===== config.mk =====
export PLATFORM = sky130hd
export DESIGN_NAME = score_display_ctrl
export DESIGN_NICKNAME = d
export VERILOG_FILES = /design/src/rtl/score_display_ctrl.sv
export SDC_FILE = /design/constraint.sdc
export NUM_CORES = 1
export LEC_CHECK = 0
export BUFFER_PORTS_ARGS = -buffer_cell sky130_fd_sc_hd__buf_4
export CAP_MARGIN = 20
export CORE_ASPECT_RATIO = 1.2
export CORE_MARGIN = 3
export CORE_UTILIZATION = 30
export CTS_BUF_LIST = sky130_fd_sc_hd__clkbuf_8
export CTS_CLUSTER_DIAMETER = 100
export CTS_CLUSTER_SIZE = 12
export DETAILED_ROUTE_END_ITERATION = 7
export GPL_TIMING_DRIVEN = 0
export PLACE_DENSITY_LB_ADDON = 0.25
export SETUP_SLACK_MARGIN = 0.3
export SYNTH_ARGS = -nofsm -noshare
export SYNTH_HDL_FRONTEND = slang
export SYNTH_SLANG_ARGS = --single-unit

===== constraint.sdc =====
create_clock -name clk -period 3.3 [get_ports clk]
set_clock_uncertainty 0.2 [all_clocks]
set_input_delay 0.66 -clock clk [delete_from_list [all_inputs] [get_ports clk]]
set_output_delay 0.66 -clock clk [all_outputs]
set_load 0.02 [all_outputs]

===== src/rtl/score_display_ctrl.sv =====
// score_display_ctrl: two-player score keeper with point freeze, game-over latch and digit-select refresh.
// Define SCORE_BLINK_EN to add the blank output that blinks the winner's digit in OVER.
module score_display_ctrl #(
  parameter int REFRESH_DIV = 50000,
  parameter int HOLD_CYCLES = 25000000,
  parameter int WIN_SCORE   = 9
) (
  input  logic       clk,
  input  logic       rst_n,
  input  logic       point_p0,
  input  logic       point_p1,
  input  logic       clear,
  output logic [3:0] num_0,
  output logic [3:0] num_1,
  output logic       count,
  output logic       game_over,
  output logic       winner
`ifdef SCORE_BLINK_EN
  ,
  output logic       blank
`endif
);
  localparam int RW = (REFRESH_DIV > 2) ? $clog2(REFRESH_DIV) : 1;
  localparam int HW = (HOLD_CYCLES > 1) ? $clog2(HOLD_CYCLES) : 1;
  localparam logic [RW-1:0] REF_LAST  = RW'(REFRESH_DIV - 1);
  localparam logic [HW-1:0] HOLD_LOAD = HW'(HOLD_CYCLES - 1);
  localparam logic [3:0]    WIN       = 4'(WIN_SCORE);

  typedef enum logic [1:0] {PLAY, HOLD, OVER} state_t;

  state_t        state;
  logic [RW-1:0] ref_cnt;
  logic [HW-1:0] hold_cnt;
  logic [3:0]    nxt_0, nxt_1;
  logic          ref_wrap;

  assign nxt_0    = num_0 + 4'd1;
  assign nxt_1    = num_1 + 4'd1;
  assign ref_wrap = (ref_cnt == REF_LAST);

  // Refresh runs independently of the game and ignores clear.
  always_ff @(posedge clk or negedge rst_n)
    if (!rst_n) begin
      ref_cnt <= '0;
      count   <= 1'b0;
    end else begin
      ref_cnt <= ref_wrap ? '0 : ref_cnt + 1'b1;
      count   <= ref_wrap ? ~count : count;
    end

  always_ff @(posedge clk or negedge rst_n)
    if (!rst_n) begin
      state     <= PLAY;
      num_0     <= '0;
      num_1     <= '0;
      hold_cnt  <= '0;
      game_over <= 1'b0;
      winner    <= 1'b0;
    end else if (clear) begin
      state     <= PLAY;
      num_0     <= '0;
      num_1     <= '0;
      hold_cnt  <= '0;
      game_over <= 1'b0;
      winner    <= 1'b0;
    end else begin
      case (state)
        PLAY:
          if (point_p0) begin
            num_0 <= nxt_0;
            if (nxt_0 == WIN) begin
              state     <= OVER;
              game_over <= 1'b1;
              winner    <= 1'b0;
            end else begin
              state    <= HOLD;
              hold_cnt <= HOLD_LOAD;
            end
          end else if (point_p1) begin
            num_1 <= nxt_1;
            if (nxt_1 == WIN) begin
              state     <= OVER;
              game_over <= 1'b1;
              winner    <= 1'b1;
            end else begin
              state    <= HOLD;
              hold_cnt <= HOLD_LOAD;
            end
          end
        HOLD:
          if (hold_cnt == '0) state <= PLAY;
          else hold_cnt <= hold_cnt - 1'b1;
        OVER: state <= OVER;
        default: state <= PLAY;
      endcase
    end

`ifdef SCORE_BLINK_EN
  logic [5:0] blink_cnt;
  logic       blink_phase;

  // Phase flips once every 64 digit-select toggles.
  always_ff @(posedge clk or negedge rst_n)
    if (!rst_n) begin
      blink_cnt   <= '0;
      blink_phase <= 1'b0;
    end else if (ref_wrap) begin
      blink_cnt   <= blink_cnt + 6'd1;
      blink_phase <= (blink_cnt == 6'd63) ? ~blink_phase : blink_phase;
    end

  assign blank = game_over & blink_phase & (count == winner);
`endif
endmodule


==> results of run 1 <==
[synth_stat cells (2+ instances only)]
master,number,share of area
dfrtp_1,54,0.44
nand4_1,6,0.012
xnor2_1,13,0.037
o31a_1,2,0.0057
a211oi_1,5,0.012
a311oi_1,6,0.017
o211a_1,2,0.0065
a21oi_1,12,0.020
and4_2,2,0.0065
or3_1,2,0.0041
a31oi_1,3,0.0061
a211o_1,3,0.0086
clkbuf_1,6,0.0073
and3_1,3,0.0061
o21ai_0,9,0.015
nor4_4,3,0.021
a221oi_1,2,0.0057
or4_1,2,0.0049
o2111a_1,3,0.011
nor4_1,4,0.0081
nor3_1,16,0.026
nor3_2,3,0.0098
and2_1,2,0.0041
nand2_1,15,0.018
nand3_1,22,0.036
or2_2,2,0.0041
nor2b_1,3,0.0061
o21a_1,4,0.0098
xor2_1,15,0.043
inv_1,16,0.020
and4_1,2,0.0057
ha_1,7,0.029
nor2_1,33,0.040
o211ai_1,5,0.012
o31ai_1,3,0.0073
[cell usage in the layout, fill, tap and decap left out, types with 2 or more instances in the layout]
cell type	synthesis	final
or4_1	2	2
o21ai_0	9	9
nand2_1	15	15
nor4_4	3	3
clkbuf_1	6	6
o211ai_1	5	5
clkinvlp_4	0	2
a31oi_1	3	3
and4_1	2	2
nor2_1	33	33
o31ai_1	3	3
inv_1	16	16
clkbuf_8	0	5
and2_1	2	2
and4_2	2	2
nand4_1	6	6
a221oi_1	2	2
or2_2	2	2
a211oi_1	5	5
ha_1	7	7
xor2_1	15	15
a211o_1	3	3
o2111a_1	3	3
nor2b_1	3	3
nor4_1	4	4
nor3_1	16	16
or3_1	2	2
o211a_1	2	2
dfrtp_1	54	54
a311oi_1	6	6
a21oi_1	12	12
o21a_1	4	4
o31a_1	2	2
xnor2_1	13	13
and3_1	3	3
nor3_2	3	3
nand3_1	22	22
buf_4	1	16
[stage by stage]
step,total power (µW),hold slack (ns)
floorplan,952,0.164
finish,1500,0.167
CTS,1510,0.223
global placement,1040,0.260
detailed placement,1050,0.262
global route,1570,0.228
[report_power, final]
part           total, µW  internal, µW  switching (µW)  leakage (µW)
Sequential           750           695            54.7      0.000714
Clock                462           226             236     0.0000504
Combinational        286           107             179      0.000656
[final cells by class]
cell class,instances,area [µm²]
Buffer,10,50.0
Clock buffer,5,68.8
Clock inverter,3,45.0
Fill cell,1034,6310
Inverter,17,63.8
Multi-Input combinational cell,235,1610
Sequential cell,54,1350
Tap cell,123,154
Timing Repair Buffer,15,113
[worst max-delay path: stages, from the launching register on]
cell,delay [ns]
dfrtp_1,0.40
inv_1,0.12
ha_1,0.28
or4b_2,0.68
nor3_2,0.30
a211oi_1,0.14
a2111oi_2,0.30
[logic make-up after synthesis]
| family | after synthesis |
|---|---|
| compound gates | 71 |
| buf+inv | 27 |
| flops | 54 |
| fa+ha+maj | 7 |
| simple gates | 129 |
| xor+xnor | 28 |
[worst max-delay path by stage]
stage | start | to | depth (start not counted)
3_5_place_dp | hold_cnt[0]$_DFFE_PN0P_ | hold_cnt[16]$_DFFE_PN0P_ | 6
6_report | hold_cnt[0]$_DFFE_PN0P_ | hold_cnt[16]$_DFFE_PN0P_ | 6
3_3_place_gp | point_p0 | hold_cnt[24]$_DFFE_PN0P_ | 6
4_1_cts | hold_cnt[0]$_DFFE_PN0P_ | hold_cnt[16]$_DFFE_PN0P_ | 6
5_1_grt | hold_cnt[0]$_DFFE_PN0P_ | hold_cnt[16]$_DFFE_PN0P_ | 6
2_1_floorplan | hold_cnt[0]$_DFFE_PN0P_ | hold_cnt[16]$_DFFE_PN0P_ | 6
[routing by layer]
layer / global-route usage / vias to the layer above / part of all wire
li1: - / 1216 / -
met1: 0.177 / 1216 / 0.47
met2: 0.218 / 47 / 0.49
met3: 0.0219 / 6 / 0.037
met4: 0.0346 / 0 / 0.0074
met5: 0 / - / 0
[registers in the layout, indices dropped and copies added (netlist names)]
| name | count |
|---|---|
| hold_cnt | 25 |
| ref_cnt | 16 |
| num_0 | 4 |
| num_1 | 4 |
| state | 2 |
| count | 1 |
| game_over | 1 |
| winner | 1 |
==> metrics.md, run 1 <==
| Metric | Value |
|---|---|
| Maximum number of pins on one net before global-route repair | `55` |
| Tmin final | `roughly 2.5 ns` |
| Longest Clk Path Bufs | `2` |
| R2R depth | `6` |
| Achievable Freq | `approximately 400 MHz` |
| FF-to-FF Start | `hold_cnt[0]$_DFFE_PN0P_` |
| Area delta synth->final | `12.4%` |
| Remaining DRCs | `0` |
| Total track usage | `0.131` |
| Initial antenna violation count | `0` |
| FF-to-FF setup slack | `~0.78 ns` |
| Mapped Cells | `~320` |
| Simple-Gate Fraction of Synth Area | `0.240` |
| Cell area after synthesis | `0.00307 mm²` |
| RePlAce Congestion | `approximately 0.77` |
| DR WL/cell | `about 16 µm` |
| Main combinational cell family by area after synthesis | `simple AND/OR/NAND/NOR gates` |
| IO buf count | `15` |
| CP arrival | `~2.5 ns` |
| Dpl cells | `about 450` |
| # IOs | `16` |
| Number of global-route vias before repair | `between 2000 and 2500` |
| Worst skew pair latency | `between 0.3 and 0.4 ns` |
| Placed Area | `~0.0033 mm²` |
| Final hold viol count | `0` |
| Tightest Pin Transition | `around 0.94 ns` |
| Layout cell share with drive strength beyond 1 | `0.136` |
| H-Tree Depth | `2` |
| Post-CTS Resized | `0` |
| Leak | `approximately 0.0014 µW` |
| Final Cell Area | `roughly 0.0035 mm²` |
| Mux contribution to synthesized area | `0` |
| Post-synthesis xor/xnor area fraction | `0.0798` |
| Sequential fraction of the synthesis area | `0.440` |
| Final setup violating endpoints | `0` |
| Iteration count of the initial detailed-routing pass | `4` |
| Global-route wire length before repair | `12.3 mm` |
| Finished Layout Cells | `462` |
| Outcome | `finished clean` |
| Post-synth EDFFs | `0` |
| Via count | `between 2000 and 2500` |
| Fin crit share | `0.765` |
| Synth Area per Inst | `around 9.7 µm²` |
| Rows | `39` |
| CTS tree | `yes` |
| Hold Path Class | `in -> async` |
| Chip height | `117 µm` |
| Max-Cap Viols | `0` |
| Final Max Slew Viols | `0` |
| CTS Root Cell | `clkbuf_8` |
| Cell variety after synth | `61` |
| Synth Area in Compound Gates | `0.174` |
| Core Area | `between 0.009 and 0.01 mm²` |
| DRT antenna net count | `0` |
| Postcts setup bufs | `0` |
| RSZ-0062 raised after global routing | `false` |
| Routed vias/inst | `approximately 5.4` |
| Post-synth ARST share | `1.00` |
| Main synth FF type | `dfrtp_1` |
| Final worst slack | `0.775 ns` |
| Worst Path Required | `between 3 and 4 ns` |
| Number of synthesized register bits | `54` |
| Net count, final | `350` |
| Max_slew headroom | `0.364` |
| Width of the chip | `between 90 and 100 µm` |
| Syn. warnings | `0` |
| DIE AREA | `between 0.01 and 0.015 mm²` |
| Initial DRC count | `139` |
| Diode count | `0` |
| Post-DP HPWL | `~5 mm` |
| Total Wirelength | `about 7.3 mm` |
| Power Dens Cells | `roughly 430 mW/mm²` |
| RR Endpoint | `hold_cnt[16]$_DFFE_PN0P_` |
| CP Max Fanout | `6` |
| TritonCTS Buffers | `5` |
| Post-route setup TNS | `0 ns` |
| Starting Density | `0.315` |
| Pre-CTS setup slack | `about 0.8 ns` |
| CP Launch Type | `register` |
| Core occupancy in the finished layout | `0.354` |
| Grt ovf | `0` |
| Hold_buf cts | `0` |
| Worst VDD drop | `approximately 0.21 mV` |
| Worst Setup End Kind | `register` |
| Clock Sinks | `54` |
| Syn_nets | `~330` |
| Clock Pin Slew Worst Setup and Hold Paths | `roughly 0.11 ns` |
| Adder-cell share of the synthesized area | `0.0285` |
| Crit Path Class | `reg -> reg` |
No activity file was read; power rests on OpenSTA's default activity.
==> run 2: changes to the inputs <==
--- a/config.mk
+++ b/config.mk
@@ -5,6 +5,7 @@
 export SDC_FILE = /design/constraint.sdc
 export NUM_CORES = 1
 export LEC_CHECK = 0
+export ABC_AREA = 1
 export BUFFER_PORTS_ARGS = -buffer_cell sky130_fd_sc_hd__buf_4
 export CAP_MARGIN = 20
 export CORE_ASPECT_RATIO = 1.2
==> constraint.sdc (replaced) <==
create_clock -name clk -period 2.3 [get_ports clk]
set_clock_uncertainty 0.2 [all_clocks]
set_input_delay 0.46 -clock clk [delete_from_list [all_inputs] [get_ports clk]]
set_output_delay 0.46 -clock clk [all_outputs]
set_load 0.02 [all_outputs]
==> run 2 against run 1 <==
The flow now finishes with violations (hold timing). Sequential power increased by 61%. Flip-flop and latch count unchanged. Cell count grew 38%. Combinational power grew to 3.9 times the previous value. Utilization up 1.8 points. Fmax up 31%. Die area up 5.8%. Power rose by 99%. First-iteration DRC count shrank 19%. Clock power increased by 41%. Critical endpoint is now hold_cnt[0]$_DFFE_PN0P_.
==> metrics.md, run 2 <==
| Metric | Value |
|---|---|
| Outcome | `finished with violations (was finished clean)` |
| Failing checks | `hold timing` |
| Layout fillers | `1141 (was 1034)` |
| Via count | `2909 (was 2485)` |
| Final setup violating endpoints | `0 (unchanged)` |
| Max reg flops | `25 (unchanged)` |
| Synth cell count leaders | `nand2_1 (160), nor2_1 (70), inv_1 (56) (was dfrtp_1 (54), nor2_1 (33), nand3_1 (22))` |
| RePlAce Congestion | `0.844 (was 0.768)` |
| Commonest non-fill, non-tap cell in the layout | `nand2_1 (was dfrtp_1)` |
| Max-Cap Viols | `0 (unchanged)` |
| Switching share of power | `0.396 (was 0.314)` |
| Number of synthesized register bits | `54 (unchanged)` |
| RSZ-0062 raised after global routing | `true (was false)` |
| Power Dens Cells | `759 mW/mm² (was 434 mW/mm²)` |
| Final Max Slew Viols | `0 (unchanged)` |
| Remaining DRCs | `0 (unchanged)` |
| CTS tree | `yes (unchanged)` |
| Global-route wire length before repair | `12.8 mm (was 12.3 mm)` |
| Syn_nets | `481 (was 328)` |
| CP Max Fanout | `5 (was 6)` |
| Sequential fraction of the synthesis area | `0.414 (was 0.440)` |
| Width of the chip | `101 µm (was 98.4 µm)` |
| Cell variety after synth | `30 (was 61)` |
| Area delta synth->final | `20.5% (was 12.4%)` |
| Initial DRC count | `113 (was 139)` |
| Rows | `41 (was 39)` |
| Comb pwr share | `0.376 (was 0.191)` |
| Syn. warnings | `0 (unchanged)` |
| Diode count | `0 (unchanged)` |
| Tightest Pin Transition | `0.713 ns (was 0.941 ns)` |
| Biggest register | `hold_cnt (unchanged)` |
| Cell area after synthesis | `0.00326 mm² (was 0.00307 mm²)` |
| Psw | `1180 µW (was 470 µW)` |
| Starting Density | `0.309 (was 0.315)` |
| Initial antenna violation count | `0 (unchanged)` |
| Post-route setup TNS | `0 ns (unchanged)` |
| Total track usage | `0.128 (was 0.131)` |
| Met2 routed WL | `3.82 mm (was 3.55 mm)` |
| Hold WS | `-0.00289 ns (was 0.167 ns)` |
| Iteration count of the initial detailed-routing pass | `4 (unchanged)` |
| Footprint of the multi-input gates | `0.00178 mm² (was 0.00161 mm²)` |
| Worst Path Required | `2.31 ns (was 3.31 ns)` |
| Placed Area | `0.00353 mm² (was 0.00334 mm²)` |
| Worst Setup End Kind | `register (unchanged)` |
| Clock power frac | `0.219 (was 0.308)` |
| Met3 WL | `197 µm (was 270 µm)` |
| Grt ovf | `0 (unchanged)` |
| Commonest non-fill, non-tap cells in the layout | `nand2_1 (150), nor2_1 (63), dfrtp_1 (54) (was dfrtp_1 (54), nor2_1 (33), nand3_1 (22))` |
| Tmin final | `1.93 ns (was 2.52 ns)` |
| Main synth FF type | `dfrtp_1 (unchanged)` |
| Clock Sinks | `54 (unchanged)` |
| Crit Path Class | `reg -> reg (unchanged)` |
| Area contributors post-synth | `dfrtp_1 (41%), nand2_1 (18%), nor2_1 (8.1%) (was dfrtp_1 (44%), xor2_1 (4.3%), nor2_1 (4.0%))` |
| Total Wirelength | `7.64 mm (was 7.31 mm)` |
| Achievable Freq | `519 MHz (was 396 MHz)` |
| # IOs | `16 (unchanged)` |
| Core occupancy in the finished layout | `0.372 (was 0.354)` |
| Hold Path Class | `in -> async (unchanged)` |
| Top Registers | `hold_cnt (25), ref_cnt (16) (unchanged)` |
| Chip height | `120 µm (was 117 µm)` |
| H-Tree Depth | `2 (unchanged)` |
| Net count, final | `519 (was 350)` |
| Post-DP HPWL | `5.40 mm (was 5.02 mm)` |
| Worst skew pair latency | `0.31 ns (was 0.32 ns)` |
| Top cell type by total area after synthesis | `dfrtp_1 (unchanged)` |
| Final Cell Area | `0.00393 mm² (was 0.00345 mm²)` |
| Top Layer Used | `met4 (unchanged)` |
| Count leader, synth | `nand2_1 (was dfrtp_1)` |
| Post-synth top area share | `0.414 (was 0.440)` |
| DIE AREA | `0.0122 mm² (was 0.0115 mm²)` |
| Clock Pin Slew Worst Setup and Hold Paths | `0.10 ns (was 0.11 ns)` |
| IO buf count | `14 (was 15)` |
| Maximum number of pins on one net before global-route repair | `55 (unchanged)` |
| Number of global-route vias before repair | `2763 (was 2403)` |
| Mapped Cells | `469 (was 316)` |
| Routed vias/inst | `4.57 (was 5.38)` |
| Hold_buf cts | `0 (unchanged)` |
| Leak | `0.00203 µW (was 0.00142 µW)` |
| DRT antenna net count | `0 (unchanged)` |
| CP Launch Type | `register (unchanged)` |
| Tot Pwr | `2980 µW (was 1500 µW)` |
| Final hold viol count | `5 (was 0)` |
| DR WL/cell | `12.0 µm (was 15.8 µm)` |
| Reg power frac | `0.406 (was 0.500)` |
| Post-synth EDFFs | `0 (unchanged)` |
| Post-synth ARST share | `1.00 (unchanged)` |
| Internal power | `1800 µW (was 1030 µW)` |
| Worst VDD drop | `0.293 mV (was 0.210 mV)` |
| Longest Clk Path Bufs | `2 (unchanged)` |
| FF/Latch Area | `0.00135 mm² (unchanged)` |
| CTS Root Cell | `clkbuf_8 (unchanged)` |
| CP arrival | `1.94 ns (was 2.54 ns)` |
| TritonCTS Buffers | `5 (unchanged)` |
| Core Area | `0.0106 mm² (was 0.00976 mm²)` |
| DRT met1 WL | `3.49 mm (was 3.43 mm)` |
| Max_slew headroom | `0.524 (was 0.364)` |
| Synth Area per Inst | `6.95 µm² (was 9.72 µm²)` |
| Fin crit share | `0.837 (was 0.765)` |
| Layout cell share with drive strength beyond 1 | `0.161 (was 0.136)` |
-- run 2: changes by cell type after synthesis, sizes merged, moves of 6 or more --
cell    before  now
xor2        15    9
o21ai       11   19
a311oi       6    0
xnor2       13    4
nand3       23   36
nand4        7   13
inv         16   56
nor2        33   76
nand2       15  165
nor3        19    2
-- run 2: worst paths after layout --
kind	start	endpoint	slack (ns)	depth (start not counted)
hold reg to reg	ref_cnt[0]$_DFF_PN0_	ref_cnt[0]$_DFF_PN0_	0.27	1
max in group asynchronous	rst_n	ref_cnt[1]$_DFF_PN0_	1.43	1
hold / removal	rst_n	num_1[0]$_DFFE_PN0P_	-0.003	1
setup / recovery	num_0[0]$_DFFE_PN0P_	hold_cnt[0]$_DFFE_PN0P_	0.37	12
min in group clk	clear	game_over$_DFFE_PN0P_	0.20	2
setup reg to reg	num_0[0]$_DFFE_PN0P_	hold_cnt[0]$_DFFE_PN0P_	0.37	12
-- run 2: critical path, stage by stage (launching register included) --
cell and delay, ns:
dfrtp_1 0.44, ha_2 0.21, inv_2 0.04, nand2_1 0.04, nand2_1 0.09, nor2_1 0.04
nand2_1 0.09, nand2_2 0.10, o21bai_4 0.19, nand2_4 0.11, buf_4 0.17, nand2_1 0.05
nand2_1 0.05
-- run 2: metal layers --
metal  vias to the layer above  track usage
li1                       1547            -
met1                      1319        0.160
met2                        30        0.222
met3                        13       0.0248
met4                         0       0.0382
met5                         -            0
-- run 2: logic make-up after synthesis --
family | count (synthesis) | share of synthesized area
adders and majority gates | 7 | 0.0268
buffers and inverters | 61 | 0.0756
xor gates and xnor gates | 13 | 0.0349
and+or+nand+nor | 303 | 0.398
AOI/OAI and AO/OA | 31 | 0.0503
DFF | 54 | 0.414
-- run 2: cell type report --
type | instances | area share
plain buffers | 5 | 0.0137
well taps | 129 | 0.0411
clock inverters | 3 | 0.0105
flip-flops and latches | 54 | 0.344
clock buffers | 5 | 0.0175
inverters | 56 | 0.0535
multi-input cells | 354 | 0.452
repair buffers | 31 | 0.0681
-- run 2: per-stage QoR --
step,cells,setup slack (ns),hold WS [ns]
3_5_place_dp,612,0.248,0.261
2_1_floorplan,469,0.377,-0.0356
6_report,637,0.374,-0.00289
5_1_grt,637,0.219,0.0360
3_3_place_gp,612,0.260,0.251
4_1_cts,620,0.318,0.0161
-- run 2: power groups by stage --
stage | Sequential [µW] | Clock [µW] | Combinational [µW]
5_1_grt | 1230 | 716 | 1290
3_5_place_dp | 1220 | 0 | 945
3_3_place_gp | 1220 | 0 | 936
4_1_cts | 1200 | 684 | 955
2_1_floorplan | 1210 | 0 | 702
6_report | 1210 | 652 | 1120
-- run 2: timing repair --
action | CTS | global route
cloned | 0 | 2
resized for setup | 3 | 37
setup endpoints to repair | 20 | 29
buffers inserted | 0 | 15
pin swaps | 0 | 12
==> run 3: changes to the inputs <==
==> constraint.sdc (replaced) <==
create_clock -name clk -period 1.6 [get_ports clk]
set_clock_uncertainty 0.2 [all_clocks]
set_input_delay 0.32 -clock clk [delete_from_list [all_inputs] [get_ports clk]]
set_output_delay 0.32 -clock clk [all_outputs]
set_load 0.02 [all_outputs]
==> run 3 against run 2 <==
The run ends with hold timing, setup timing left. Largest power group is now combinational cells. Clock-buffer cell count unchanged. Utilization up 7.4 points. Cell count up 4.4%. Flip-flop and latch count unchanged. Non-clock buffer count up 27. Die area unchanged. Worst setup slack worse by 0.72 ns. Register-to-register slack worse by 0.72 ns.
==> metrics.md, run 3 (same netlist as run 2, synthesis figures left out) <==
| Metric | Value |
|---|---|
| Net count, final | `547 (was 519)` |
| FF-to-FF setup slack | `-0.35 ns (was 0.37 ns)` |
| Commonest non-fill, non-tap cells in the layout | `nand2_1 (115), nor2_1 (48), dfrtp_1 (47) (was nand2_1 (150), nor2_1 (63), dfrtp_1 (54))` |
| FF-to-FF Start | `num_0[0]$_DFFE_PN0P_ (unchanged)` |
| Worst VDD drop | `0.458 mV (was 0.293 mV)` |
| Longest Clk Path Bufs | `2 (unchanged)` |
| Tightest Pin Transition | `0.706 ns (was 0.713 ns)` |
| CP Launch Point | `num_0[0]$_DFFE_PN0P_ (unchanged)` |
| Final Max Slew Viols | `0 (unchanged)` |
| Area delta synth->final | `44.5% (was 20.5%)` |
| Critical path endpoint | `hold_cnt[20]$_DFFE_PN0P_ (was hold_cnt[0]$_DFFE_PN0P_)` |
| RR Endpoint | `hold_cnt[20]$_DFFE_PN0P_ (was hold_cnt[0]$_DFFE_PN0P_)` |
| Clock Sinks | `54 (unchanged)` |
| Post-route setup TNS | `-8.78 ns (was 0 ns)` |
| CP Max Fanout | `5 (unchanged)` |
| Core occupancy in the finished layout | `0.446 (was 0.372)` |
| Outcome | `finished with violations (unchanged)` |
| Diode count | `0 (unchanged)` |
| DIE AREA | `0.0122 mm² (unchanged)` |
| Remaining DRCs | `0 (unchanged)` |
| Crit Path Class | `reg -> reg (unchanged)` |
| Global-route wire length before repair | `14.0 mm (was 12.8 mm)` |
| Worst skew pair latency | `0.32 ns (was 0.31 ns)` |
| Tot Pwr | `4460 µW (was 2980 µW)` |
| CTS Root Cell | `clkbuf_8 (unchanged)` |
| Max-Cap Viols | `0 (unchanged)` |
| Initial DRC count | `93 (was 113)` |
| RePlAce Congestion | `0.846 (was 0.844)` |
| Grt ovf | `0 (unchanged)` |
| Initial antenna violation count | `0 (unchanged)` |
| Routed vias/inst | `4.78 (was 4.57)` |
| Failing checks | `hold timing, setup timing (was hold timing)` |
| Leak | `0.00237 µW (was 0.00203 µW)` |
| Maximum number of pins on one net before global-route repair | `55 (unchanged)` |
| Via count | `3178 (was 2909)` |
| Max_slew headroom | `0.529 (was 0.524)` |
| RSZ-0062 raised after global routing | `true (unchanged)` |
| Number of buffer and inverter stages on the critical path | `2 (unchanged)` |
| Worst Path Required | `1.62 ns (was 2.31 ns)` |
| Crit-path max cell delay | `0.46 ns (was 0.44 ns)` |
| CP Depth | `12 (unchanged)` |
| Rows | `41 (unchanged)` |
| Layout cell share with drive strength beyond 1 | `0.368 (was 0.161)` |
| Max reg flops | `25 (unchanged)` |
| # IOs | `16 (unchanged)` |
| CP Launch Type | `register (unchanged)` |
| Worst Setup End Kind | `register (unchanged)` |
| Final worst slack | `-0.346 ns (was 0.374 ns)` |
| Width of the chip | `101 µm (unchanged)` |
| Hold WS | `-0.157 ns (was -0.00289 ns)` |
| Fin crit share | `1.22 (was 0.837)` |
| DRT antenna net count | `0 (unchanged)` |
| Post-DP HPWL | `5.40 mm (about the same)` |
| Biggest register | `hold_cnt (unchanged)` |
| Crit-path slowest cell | `dfrtp_2 (was dfrtp_1)` |
| CTS tree | `yes (unchanged)` |
| CP arrival | `1.96 ns (was 1.94 ns)` |
| Power Dens Cells | `947 mW/mm² (was 759 mW/mm²)` |
| Core Area | `0.0106 mm² (unchanged)` |
| Hold Path Class | `in -> async (unchanged)` |
| Top Registers | `hold_cnt (25), ref_cnt (16) (unchanged)` |
| Final setup violating endpoints | `30 (was 0)` |
| Total track usage | `0.139 (was 0.128)` |
| DR WL/cell | `12.9 µm (was 12.0 µm)` |
| IO buf count | `14 (unchanged)` |
| Total Wirelength | `8.55 mm (was 7.64 mm)` |
| Chip height | `120 µm (unchanged)` |
| Tmin final | `1.95 ns (was 1.93 ns)` |
| Achievable Freq | `514 MHz (was 519 MHz)` |
| Iteration count of the initial detailed-routing pass | `4 (unchanged)` |
| Pre-CTS setup slack | `-0.339 ns (was 0.248 ns)` |
| Final hold viol count | `54 (was 5)` |
| TritonCTS Buffers | `5 (unchanged)` |
| Crit-path leading delay family | `simple AND/OR/NAND/NOR gates (unchanged)` |
| Clock Pin Slew Worst Setup and Hold Paths | `0.10 ns (about the same)` |
| Starting Density | `0.309 (unchanged)` |
| Critical path's most frequent cell | `nand2_1 (unchanged)` |
| Commonest non-fill, non-tap cell in the layout | `nand2_1 (unchanged)` |
| H-Tree Depth | `2 (unchanged)` |
| Number of global-route vias before repair | `3073 (was 2763)` |
| CP cell instances | `ha_4, inv_1, nand2_1, nand2_1, nor2_1, nand2_1, nand2_2, o21bai_4, nand2_8, clkbuf_16, nand2_2, nand2_1 (was ha_2, inv_2, nand2_1, nand2_1, nor2_1, nand2_1, nand2_2, o21bai_4, nand2_4, buf_4, nand2_1, nand2_1)` |
| R2R depth | `12 (unchanged)` |
run 3: cell types whose count changed in the layout (fill, tap and decap cells not counted), sizes merged:
cell      before  now
buf           33   59
clkinvlp       1    3
bufinv         1    0
clkbuf         8    9
inv           57   56
nand2        165  166
run 3: power breakdown:
part	leakage (µW)	switching, µW	total (µW)	internal [µW]
Clock	0.0000408	508	823	315
Combinational	0.00164	1130	1850	728
Sequential	0.000699	246	1780	1540
run 3: worst min path at each step:
stage	start	endpoint	slack, ns	cells past startpoint
2_1_floorplan	rst_n	count$_DFFE_PN0N_	-0.18	0
3_3_place_gp	rst_n	num_1[2]$_DFFE_PN0P_	0.22	1
3_5_place_dp	rst_n	num_1[2]$_DFFE_PN0P_	0.23	1
4_1_cts	rst_n	ref_cnt[6]$_DFF_PN0_	-0.12	1
5_1_grt	rst_n	ref_cnt[6]$_DFF_PN0_	-0.1	1
6_report	rst_n	num_1[2]$_DFFE_PN0P_	-0.16	1
run 3: per-layer routing:
metal  vias up  part of all wire  track usage
li1       1606                 -            -
met1      1510              0.43        0.171
met2        47              0.52        0.248
met3        15             0.026       0.0196
met4         0             0.022       0.0424
met5         -                 0            0
run 3: stage by stage:
step | instance area (µm²) | cells
3_5_place_dp | 3630 | 612
6_report | 4710 | 665
3_3_place_gp | 3630 | 612
2_1_floorplan | 3360 | 469
5_1_grt | 4710 | 665
4_1_cts | 4270 | 647
run 3: repair_timing:
action | CTS | global route
setup endpoints to repair | 64 | 65
pin swaps | 21 | 44
gates cloned | 0 | 4
setup buffers | 27 | 14
hold endpoints to repair | 54 | 54
gates resized for setup | 88 | 78
run 3: area by class of cell:
cell class	instances	area, µm²
inverter	56	229
multi-input combinational	355	2210
timing repair buffer	58	606
clock inverter	3	23.8
fill	1016	5860
tap	129	161
clock buffer	5	68.8
buffer	5	53.8
sequential	54	1360
run 3: worst reg2reg max path: cells and delay by family, from the launching register on:
kind | cells | cell delay (ns)
fa+ha+maj | 1 | 0.17
simple gates | 8 | 0.59
compound gates | 1 | 0.19
flops | 1 | 0.46
buf+inv | 2 | 0.22
